===== src/rtl/pong_match_controller.sv =====
// Match sequencer for the pong game: owns the idle/serve/play/game-over flow,
// lives, BCD score, speed level and the ball-move tick. It gates the engine's
// ball and reacts to the HIT/MISS events that the engine reports back.
module pong_match_controller #(
  parameter int TICK_BASE      = 91072,
  parameter int TICK_STEP      = 8192,
  parameter int MAX_LEVEL      = 7,
  parameter int HITS_PER_LEVEL = 4,
  parameter int SERVE_DELAY    = 67108864,
  parameter int LIVES_INIT     = 3
) (
  input  logic       VGA_CLOCK,
  input  logic       RESET,
  input  logic       START,
  input  logic       HIT,
  input  logic       MISS,
  output logic [1:0] STATE,
  output logic       BALL_ENABLE,
  output logic       MOVE_TICK,
  output logic       SERVE_REQ,
  output logic [7:0] SCORE_BCD,
  output logic [3:0] LIVES,
  output logic [2:0] LEVEL,
  output logic       GAME_OVER
);

  localparam logic [1:0] S_IDLE  = 2'd0;
  localparam logic [1:0] S_SERVE = 2'd1;
  localparam logic [1:0] S_PLAY  = 2'd2;
  localparam logic [1:0] S_OVER  = 2'd3;
  localparam int         HC_W    = $clog2(HITS_PER_LEVEL + 1);

  logic [1:0]      r_state;
  logic [27:0]     r_delay;
  logic [27:0]     r_tick;
  logic [HC_W-1:0] r_hits;
  logic [7:0]      r_score;
  logic [3:0]      r_lives;
  logic [2:0]      r_level;
  logic            r_ball_en;
  logic            r_move_tick;
  logic            r_serve_req;
  logic            r_game_over;

  logic [1:0]      w_state_nxt;
  logic [27:0]     w_delay_nxt;
  logic [27:0]     w_tick_nxt;
  logic [HC_W-1:0] w_hits_nxt;
  logic [7:0]      w_score_nxt;
  logic [3:0]      w_lives_nxt;
  logic [2:0]      w_level_nxt;
  logic            w_move_nxt;
  logic            w_serve_req_nxt;
  logic            w_start_match;
  logic            w_play;
  logic            w_miss;
  logic            w_hit;
  logic            w_level_up;

  // Two-digit BCD increment that sticks at 99.
  function automatic logic [7:0] bcd_inc_sat(input logic [7:0] v);
    if (v == 8'h99)          return v;
    else if (v[3:0] == 4'd9) return {v[7:4] + 4'd1, 4'd0};
    else                     return {v[7:4], v[3:0] + 4'd1};
  endfunction

  // Speed level increment that sticks at the top level.
  function automatic logic [2:0] level_inc_sat(input logic [2:0] v);
    if (v == 3'(MAX_LEVEL)) return v;
    else                    return v + 3'd1;
  endfunction

  // Tick reload value (period - 1) for the given speed level.
  function automatic logic [27:0] period_m1(input logic [2:0] lvl);
    return 28'(TICK_BASE - TICK_STEP * int'(lvl) - 1);
  endfunction

  assign w_start_match = ((r_state == S_IDLE) || (r_state == S_OVER)) && START;
  assign w_play        = (r_state == S_PLAY);
  assign w_miss        = w_play && MISS;
  assign w_hit         = w_play && HIT && !MISS;
  assign w_level_up    = w_hit && (r_hits == HC_W'(HITS_PER_LEVEL - 1));

  // State register.
  always_ff @(posedge VGA_CLOCK or posedge RESET) begin
    if (RESET) r_state <= S_IDLE;
    else       r_state <= w_state_nxt;
  end

  // Next-state decode; MISS takes priority over everything else in PLAY.
  always_comb begin
    w_state_nxt = r_state;
    case (r_state)
      S_IDLE, S_OVER: if (START) w_state_nxt = S_SERVE;
      S_SERVE:        if (r_delay == 28'd0) w_state_nxt = S_PLAY;
      S_PLAY:         if (MISS) w_state_nxt = (r_lives <= 4'd1) ? S_OVER : S_SERVE;
      default:        w_state_nxt = r_state;
    endcase
  end

  // Next values for counters, score and strobes.
  always_comb begin
    w_delay_nxt     = r_delay;
    w_tick_nxt      = r_tick;
    w_hits_nxt      = r_hits;
    w_score_nxt     = r_score;
    w_lives_nxt     = r_lives;
    w_level_nxt     = r_level;
    w_move_nxt      = w_play && !MISS && (r_tick == 28'd0);
    w_serve_req_nxt = w_start_match || (w_miss && (r_lives > 4'd1));

    // Delay counter: loaded on every serve, counts down while serving.
    if (w_serve_req_nxt)
      w_delay_nxt = 28'(SERVE_DELAY - 1);
    else if ((r_state == S_SERVE) && (r_delay != 28'd0))
      w_delay_nxt = r_delay - 28'd1;

    // Tick counter: period is re-evaluated only at a reload.
    if ((r_state == S_SERVE) && (r_delay == 28'd0))
      w_tick_nxt = period_m1(r_level);
    else if (w_play && !MISS)
      w_tick_nxt = (r_tick == 28'd0) ? period_m1(r_level) : r_tick - 28'd1;

    if (w_start_match) begin
      w_score_nxt = 8'h00;
      w_hits_nxt  = '0;
      w_level_nxt = 3'd0;
      w_lives_nxt = 4'(LIVES_INIT);
    end else if (w_miss) begin
      w_lives_nxt = r_lives - 4'd1;
      w_hits_nxt  = '0;
    end else if (w_hit) begin
      w_score_nxt = bcd_inc_sat(r_score);
      if (w_level_up) begin
        w_hits_nxt  = '0;
        w_level_nxt = level_inc_sat(r_level);
      end else begin
        w_hits_nxt  = r_hits + HC_W'(1);
      end
    end
  end

  // Datapath and output registers.
  always_ff @(posedge VGA_CLOCK or posedge RESET) begin
    if (RESET) begin
      r_delay     <= '0;
      r_tick      <= '0;
      r_hits      <= '0;
      r_score     <= 8'h00;
      r_lives     <= 4'(LIVES_INIT);
      r_level     <= 3'd0;
      r_ball_en   <= 1'b0;
      r_move_tick <= 1'b0;
      r_serve_req <= 1'b0;
      r_game_over <= 1'b0;
    end else begin
      r_delay     <= w_delay_nxt;
      r_tick      <= w_tick_nxt;
      r_hits      <= w_hits_nxt;
      r_score     <= w_score_nxt;
      r_lives     <= w_lives_nxt;
      r_level     <= w_level_nxt;
      r_ball_en   <= (w_state_nxt == S_PLAY);
      r_move_tick <= w_move_nxt;
      r_serve_req <= w_serve_req_nxt;
      r_game_over <= (w_state_nxt == S_OVER);
    end
  end

  assign STATE       = r_state;
  assign BALL_ENABLE = r_ball_en;
  assign MOVE_TICK   = r_move_tick;
  assign SERVE_REQ   = r_serve_req;
  assign SCORE_BCD   = r_score;
  assign LIVES       = r_lives;
  assign LEVEL       = r_level;
  assign GAME_OVER   = r_game_over;

endmodule


===== config.mk =====
export PLATFORM = sky130hd
export DESIGN_NAME = pong_match_controller
export DESIGN_NICKNAME = d
export VERILOG_FILES = /design/src/rtl/pong_match_controller.sv
export SDC_FILE = /design/constraint.sdc
export NUM_CORES = 1
export LEC_CHECK = 0
export ABC_AREA = 1
export BUFFER_PORTS_ARGS = -buffer_cell sky130_fd_sc_hd__buf_2
export CAP_MARGIN = 20
export CORE_MARGIN = 1
export CORE_UTILIZATION = 50
export CTS_CLUSTER_DIAMETER = 40
export DETAILED_ROUTE_END_ITERATION = 10
export PLACE_DENSITY = 0.68
export SLEW_MARGIN = 10
export SYNTH_ARGS = -nofsm -noshare
export SYNTH_HDL_FRONTEND = slang
export SYNTH_SLANG_ARGS = --single-unit

===== constraint.sdc =====
create_clock -name VGA_CLOCK -period 4.6 [get_ports VGA_CLOCK]
set_clock_uncertainty 0.15 [all_clocks]
set_input_delay 0.69 -clock VGA_CLOCK [delete_from_list [all_inputs] [get_ports VGA_CLOCK]]
set_output_delay 0.69 -clock VGA_CLOCK [all_outputs]
set_load 0.02 [all_outputs]

---- After elaboration in Yosys (flattened, before gate mapping) ----
Index checks and enable logic that the tools add are counted.
storage, ports and cells
  logic and storage cells ................. 89
  bits in latches ......................... 0
  memories kept ........................... 0
  output and inout bits ................... 21
  bits in registers ....................... 80
  ROM bits ................................ 0
  input port bits ......................... 5
  bits in writable memories ............... 0
operators by class
  shifts and indexed selects .............. 0
  bitwise gates (word level) .............. 0
  equality and inequality tests ........... 12
  $add $sub $neg .......................... 9
  divide/modulo/power cells ............... 0
  $mul .................................... 0
  multiplexer cells ....................... 26
  magnitude comparators ................... 2
  reduce and logical (&&, ||, !) cells .... 28
operators with widths
  cell                    number
  $mux 28                 5
  $logic_not 28->1        2
  $sub 28x1->28 const B   2
  $mux 8                  5
  $reduce_bool 28->1      1
  $mux 3                  9
  $sub 18x2->19 const B   1
  $sub 17x16->18 const A  1
  $reduce_bool 2->1       6
  $logic_and 1x1->1       10
  $add 4x1->4 const B     2
  $eq 2x2->1 const B      4
  $eq 8x8->1 const B      1
  $mux 2                  4
  $mux 4                  2
  $reduce_and 4->1        2
  $add 3x1->3 const B     2
  $ne 2x2->1 const B      3
  $pmux 2 s3              1
  $eq 4x4->1 const B      1
  $gt 4x1->1 const B      1
  $le 4x1->1 const B      1
  $sub 4x1->4 const B     1
  $eq 3x2->1 const B      1
  8 further kinds         9

---- Depth between registers and ports, before layout ----
  depth after elaboration ................. 8
  depth in mapped cells ................... 12
  depth with buffers taken out ............ 12

---- Worst setup path after synthesis ----
No wires, ideal clock.
  path type ............................... register to register
  from .................................... reg r_state[0], in the netlist STATE[0]
  to ...................................... reg r_delay[0]
  library setup time ...................... 125 ps
  data required time ...................... 4325 ps
  setup slack ............................. 2402 ps
  period minus slack after synthesis ...... 2198 ps
  stages on the path, launching flop included .. 11
  path buffers ............................ 2
  arrival time ............................ 1923 ps
  path through ............................ dfrtp_1 -> inv_1 -> ha_1 -> nand2_2 -> inv_2 -> o21ai_2 -> buf_4 -> inv_2 -> buf_4 -> o21ai_0 -> o21ai_1
on the way
  longest elaborated chain between the ends .. 5
  elaborated cells on any way between the ends .. 12
  those cells by class .................... 3 x eq/ne; 1 x mux; 8 x reduce/logical
RTL lines
  element                                                line     text
  start, declared                                        33       logic [1:0] r_state;
  start signal, assigned                                 87       else r_state <= w_state_nxt;
  $eq 2x2->1, or another cell as far along               78       assign w_start_match = ((r_state == S_IDLE) || (r_state == S_OVER)) && START;
  $logic_or 1x1->1 or $logic_and 1x1->1 (tied branches)  78, 80
  $logic_and 1x1->1, on equally long branches            78, 110
  $logic_or 1x1->1 *                                     110      w_serve_req_nxt = w_start_match || (w_miss && (r_lives > 4'd1));
  via w_serve_req_nxt                                    53       logic w_serve_req_nxt;
  $mux 28 or $reduce_bool 2->1 (tied branches)           n/a
  end signal, assigned                                   157      r_delay <= w_delay_nxt;
  end, declared                                          34       logic [27:0] r_delay;
The timed path passes the listed nets; every way through them passes the cells marked *.
A chain may end at the register's enable or synchronous reset.

---- Worst setup path in the final report ----
  from .................................... reg r_state[0], in the netlist STATE[0]
  to ...................................... reg r_score[0], in the netlist SCORE_BCD[0]
on the way
  longest elaborated chain between the ends .. 5
  elaborated cells on any way between the ends .. 13
  those cells by class .................... 4 x eq/ne; 1 x mux; 8 x reduce/logical
RTL lines
  element                                                           line    text
  $eq 2x2->1, or another cell as far along                          78
  $logic_or 1x1->1 or $logic_and 1x1->1 (tied branches)             78, 81
  $logic_and 1x1->1, on equally long branches                       78, 81
  $ne 2x2->1 (no source line) or $reduce_bool 2->1 (tied branches)  n/a
  $reduce_and 3->1 (no source line)                                 n/a
  end signal, assigned                                              160     r_score <= w_score_nxt;
  end, declared                                                     37      logic [7:0] r_score;
Parallel ways exist; a longest one is shown, timed or not.

==> run metrics <==
status finished clean; row count 36; post-synth cell types 39; die area 10700 um^2; worst path required time 4.71 ns; Cells after Synth 724; Post-CTS Setup Inserts 0; vias in the first global route 4515; clock sink count 80; Clk Latency, worst-skew pair 0.36 ns; Setup TNS Final 0 ns; via count 4736; Slew @ Worst Pin 0.932 ns; CTS tree done; die span in y 104 um; root buffer cell clkbuf_8; Antenna Nets Post-Route 0; RSZ-0062 raised after global routing false; largest net degree at the start of global routing 44; net count after synthesis 743; largest family of logic cells by synthesized area simple AND/OR/NAND/NOR gates; Total GRT Usage 0.236; PortBufs 25; total grt overflow 0; crit path DAT 2.86 ns; Buf/Inv on CP 4; layout cells sized above 1 0.123; startpoint types flip-flop; clock tree buffer depth 2; WS Path Type reg2reg; Routed WL per cell 13.4 um; Worst Reg-to-Reg Cells 12; CP Capture Type flip-flop; Post-Synth Simple-Gate Area 0.393; initial antenna violation count 0; Yosys Warn Count 0; critical-path cell list inv_1 -> ha_1 -> inv_1 -> nor2_1 -> nand2_1 -> inv_1 -> nand2_1 -> nand2_2 -> o21ai_2 -> inv_1 -> a21oi_1 -> o21a_1; area share of fa/ha/maj cells after synthesis 0.0339; slowest CP cell nor2_1; area grow syn2layout 7.92%; Top Ports 26; Avg Inst Size Synth 7.14 um^2; highest clock rate 363 MHz; Worst Hold Class in2async; RR Startpoint STATE[0]$_DFF_PP0_; Pre-Repair DR Iteration Count 5; Initial Util 0.521; area leader, netlist dfrtp_1; CORE AREA 9910 um^2; Post-Syn Area 5170 um^2; post-DP HPWL 8680 um; total CTS buffers 9; violation count after the first detailed-route iteration 322; asr flop ratio synth 1.00; ANT cells 0; Compound-Gate Fraction of Synth Area 0.0773; flops & latches, synth 80; r2r endpoint SCORE_BCD[0]$_DFFE_PP0P_; hold_ws 0.292 ns; Peak VDD IR 0.233 mV; Final period util 0.599; cell family with most CP delay simple AND/OR/NAND/NOR gates; fraction of synthesized cell area in xor and xnor cells 0.0288; Hold-fix buffers, CTS 0; fillers 971; die width 104 um; first-pass GRT wire length 20700 um; Register-to-Register Setup Slack 1.85 ns; Final Hold Fails 0; leading post-synthesis cells by cell area dfrtp_1 38%, nand2_1 14%, nor2_1 8.7%, nand3_1 6.4%, inv_1 5.4%; final wirelength 11900 um; EDFF count, synth 0; crit-path max cell delay 0.70 ns; Worst Path Max Fanout 12; post-synthesis sequential area ratio 0.388; Vias/cell 5.33; mux contribution to synthesized area 0; Pleak 2.69 nW; PostCTS Resize Cnt 0; routability cong. 0.915; Post-synth top flop dfrtp_1; slew margin rel. 0.376; Setup-failing EPs final 0; DR DRC count 0; Max Cap Viol 0; # nets final 769; # H-tree levels 3; minimum clock period 2.75 ns; Clock transition at path regs 0.08 ns; PD cells 363 nW/um^2; fin. max-slew vios 0; most frequent CP cell inv_1; Yosys top cell area share 0.378
## cell usage in the layout (no fill, tap or decap), drive strengths merged, types with 12 or more instances in the layout
cell,n
buf,27
clkbuf,13
dfrtp,78
ha,14
inv,80
nand2,202
nand3,68
nand3b,12
nand4,18
nor2,139
o21ai,48
xor2,13
## worst max-delay path by stage
stage | start | slack (ns) | depth (start not counted) | endpoint
after floorplan | RESET | 1.71 | 1 | BALL_ENABLE$_DFF_PP0_
after CTS | STATE[0]$_DFF_PP0_ | 1.88 | 12 | SCORE_BCD[0]$_DFFE_PP0P_
final | STATE[0]$_DFF_PP0_ | 1.85 | 12 | SCORE_BCD[0]$_DFFE_PP0P_
after global placement | MISS | 1.86 | 10 | SCORE_BCD[0]$_DFFE_PP0P_
after global routing | STATE[0]$_DFF_PP0_ | 1.62 | 12 | SCORE_BCD[0]$_DFFE_PP0P_
after detailed placement | MISS | 1.80 | 10 | SCORE_BCD[0]$_DFFE_PP0P_
## synth_stat cells (2+ instances only)
| master | number |
|---|---|
| a21oi_1 | 9 |
| buf_2 | 4 |
| buf_4 | 2 |
| buf_6 | 4 |
| dfrtp_1 | 78 |
| dfstp_2 | 2 |
| ha_1 | 14 |
| inv_1 | 74 |
| inv_2 | 6 |
| nand2_1 | 192 |
| nand2_2 | 6 |
| nand2_4 | 3 |
| nand3_1 | 66 |
| nand3b_1 | 12 |
| nand4_1 | 18 |
| nor2_1 | 120 |
| nor2_2 | 16 |
| nor2_4 | 3 |
| nor3_1 | 10 |
| nor4_1 | 2 |
| o21ai_0 | 32 |
| o21ai_1 | 6 |
| o21ai_2 | 10 |
| o21bai_1 | 4 |
| o41ai_1 | 2 |
| xnor2_1 | 4 |
| xor2_1 | 13 |
## registers in the layout, indices dropped and copies added (netlist names)
register,cells
LIVES,4
r_hits,3
SCORE_BCD,8
r_delay,28
r_tick,28
LEVEL,3
MOVE_TICK,1
STATE,2
BALL_ENABLE,1
GAME_OVER,1
SERVE_REQ,1
## layer usage
metal  routed length [um]  up-vias  GRT usage
li1                     -     2370          -
met4                  183        0     0.0796
met1                 5790     2203      0.335
met5                    0        -          0
met2                 5140      144      0.365
met3                  747       19     0.0415
## final cells by class
type | count | area, um^2 | area share
inverters | 81 | 308 | 0.0552
multi-input cells | 551 | 2760 | 0.494
well taps | 133 | 166 | 0.0298
flip-flops and latches | 80 | 2000 | 0.360
repair buffers | 27 | 140 | 0.0251
clock inverters | 3 | 42.5 | 0.00763
clock buffers | 13 | 159 | 0.0285
## logic make-up after synthesis
group,after synthesis
buffers and inverters,93
and+or+nand+nor,453
adders and majority gates,14
DFF,80
xor gates and xnor gates,17
AOI/OAI and AO/OA,67
## where the power goes
group          internal [mW]  leakage (nW)  switching [mW]  total [mW]
Clock                  0.280        0.0996           0.250       0.531
Sequential             0.799         0.962           0.112       0.910
Combinational          0.185          1.63           0.396       0.581
## through the flow
step / setup WS [ns] / power [mW] / cells / instance area [um^2] / util
after floorplan: 1.71 / 1.37 / 724 / 5170 / -
after global placement: 1.86 / 1.48 / 872 / 5370 / 0.542
after detailed placement: 1.80 / 1.50 / 872 / 5370 / 0.542
after CTS: 1.88 / 2.04 / 888 / 5580 / 0.563
after global routing: 1.62 / 2.16 / 888 / 5580 / 0.563
final: 1.85 / 2.02 / 888 / 5580 / 0.563
No activity file was read; power rests on OpenSTA's default activity.
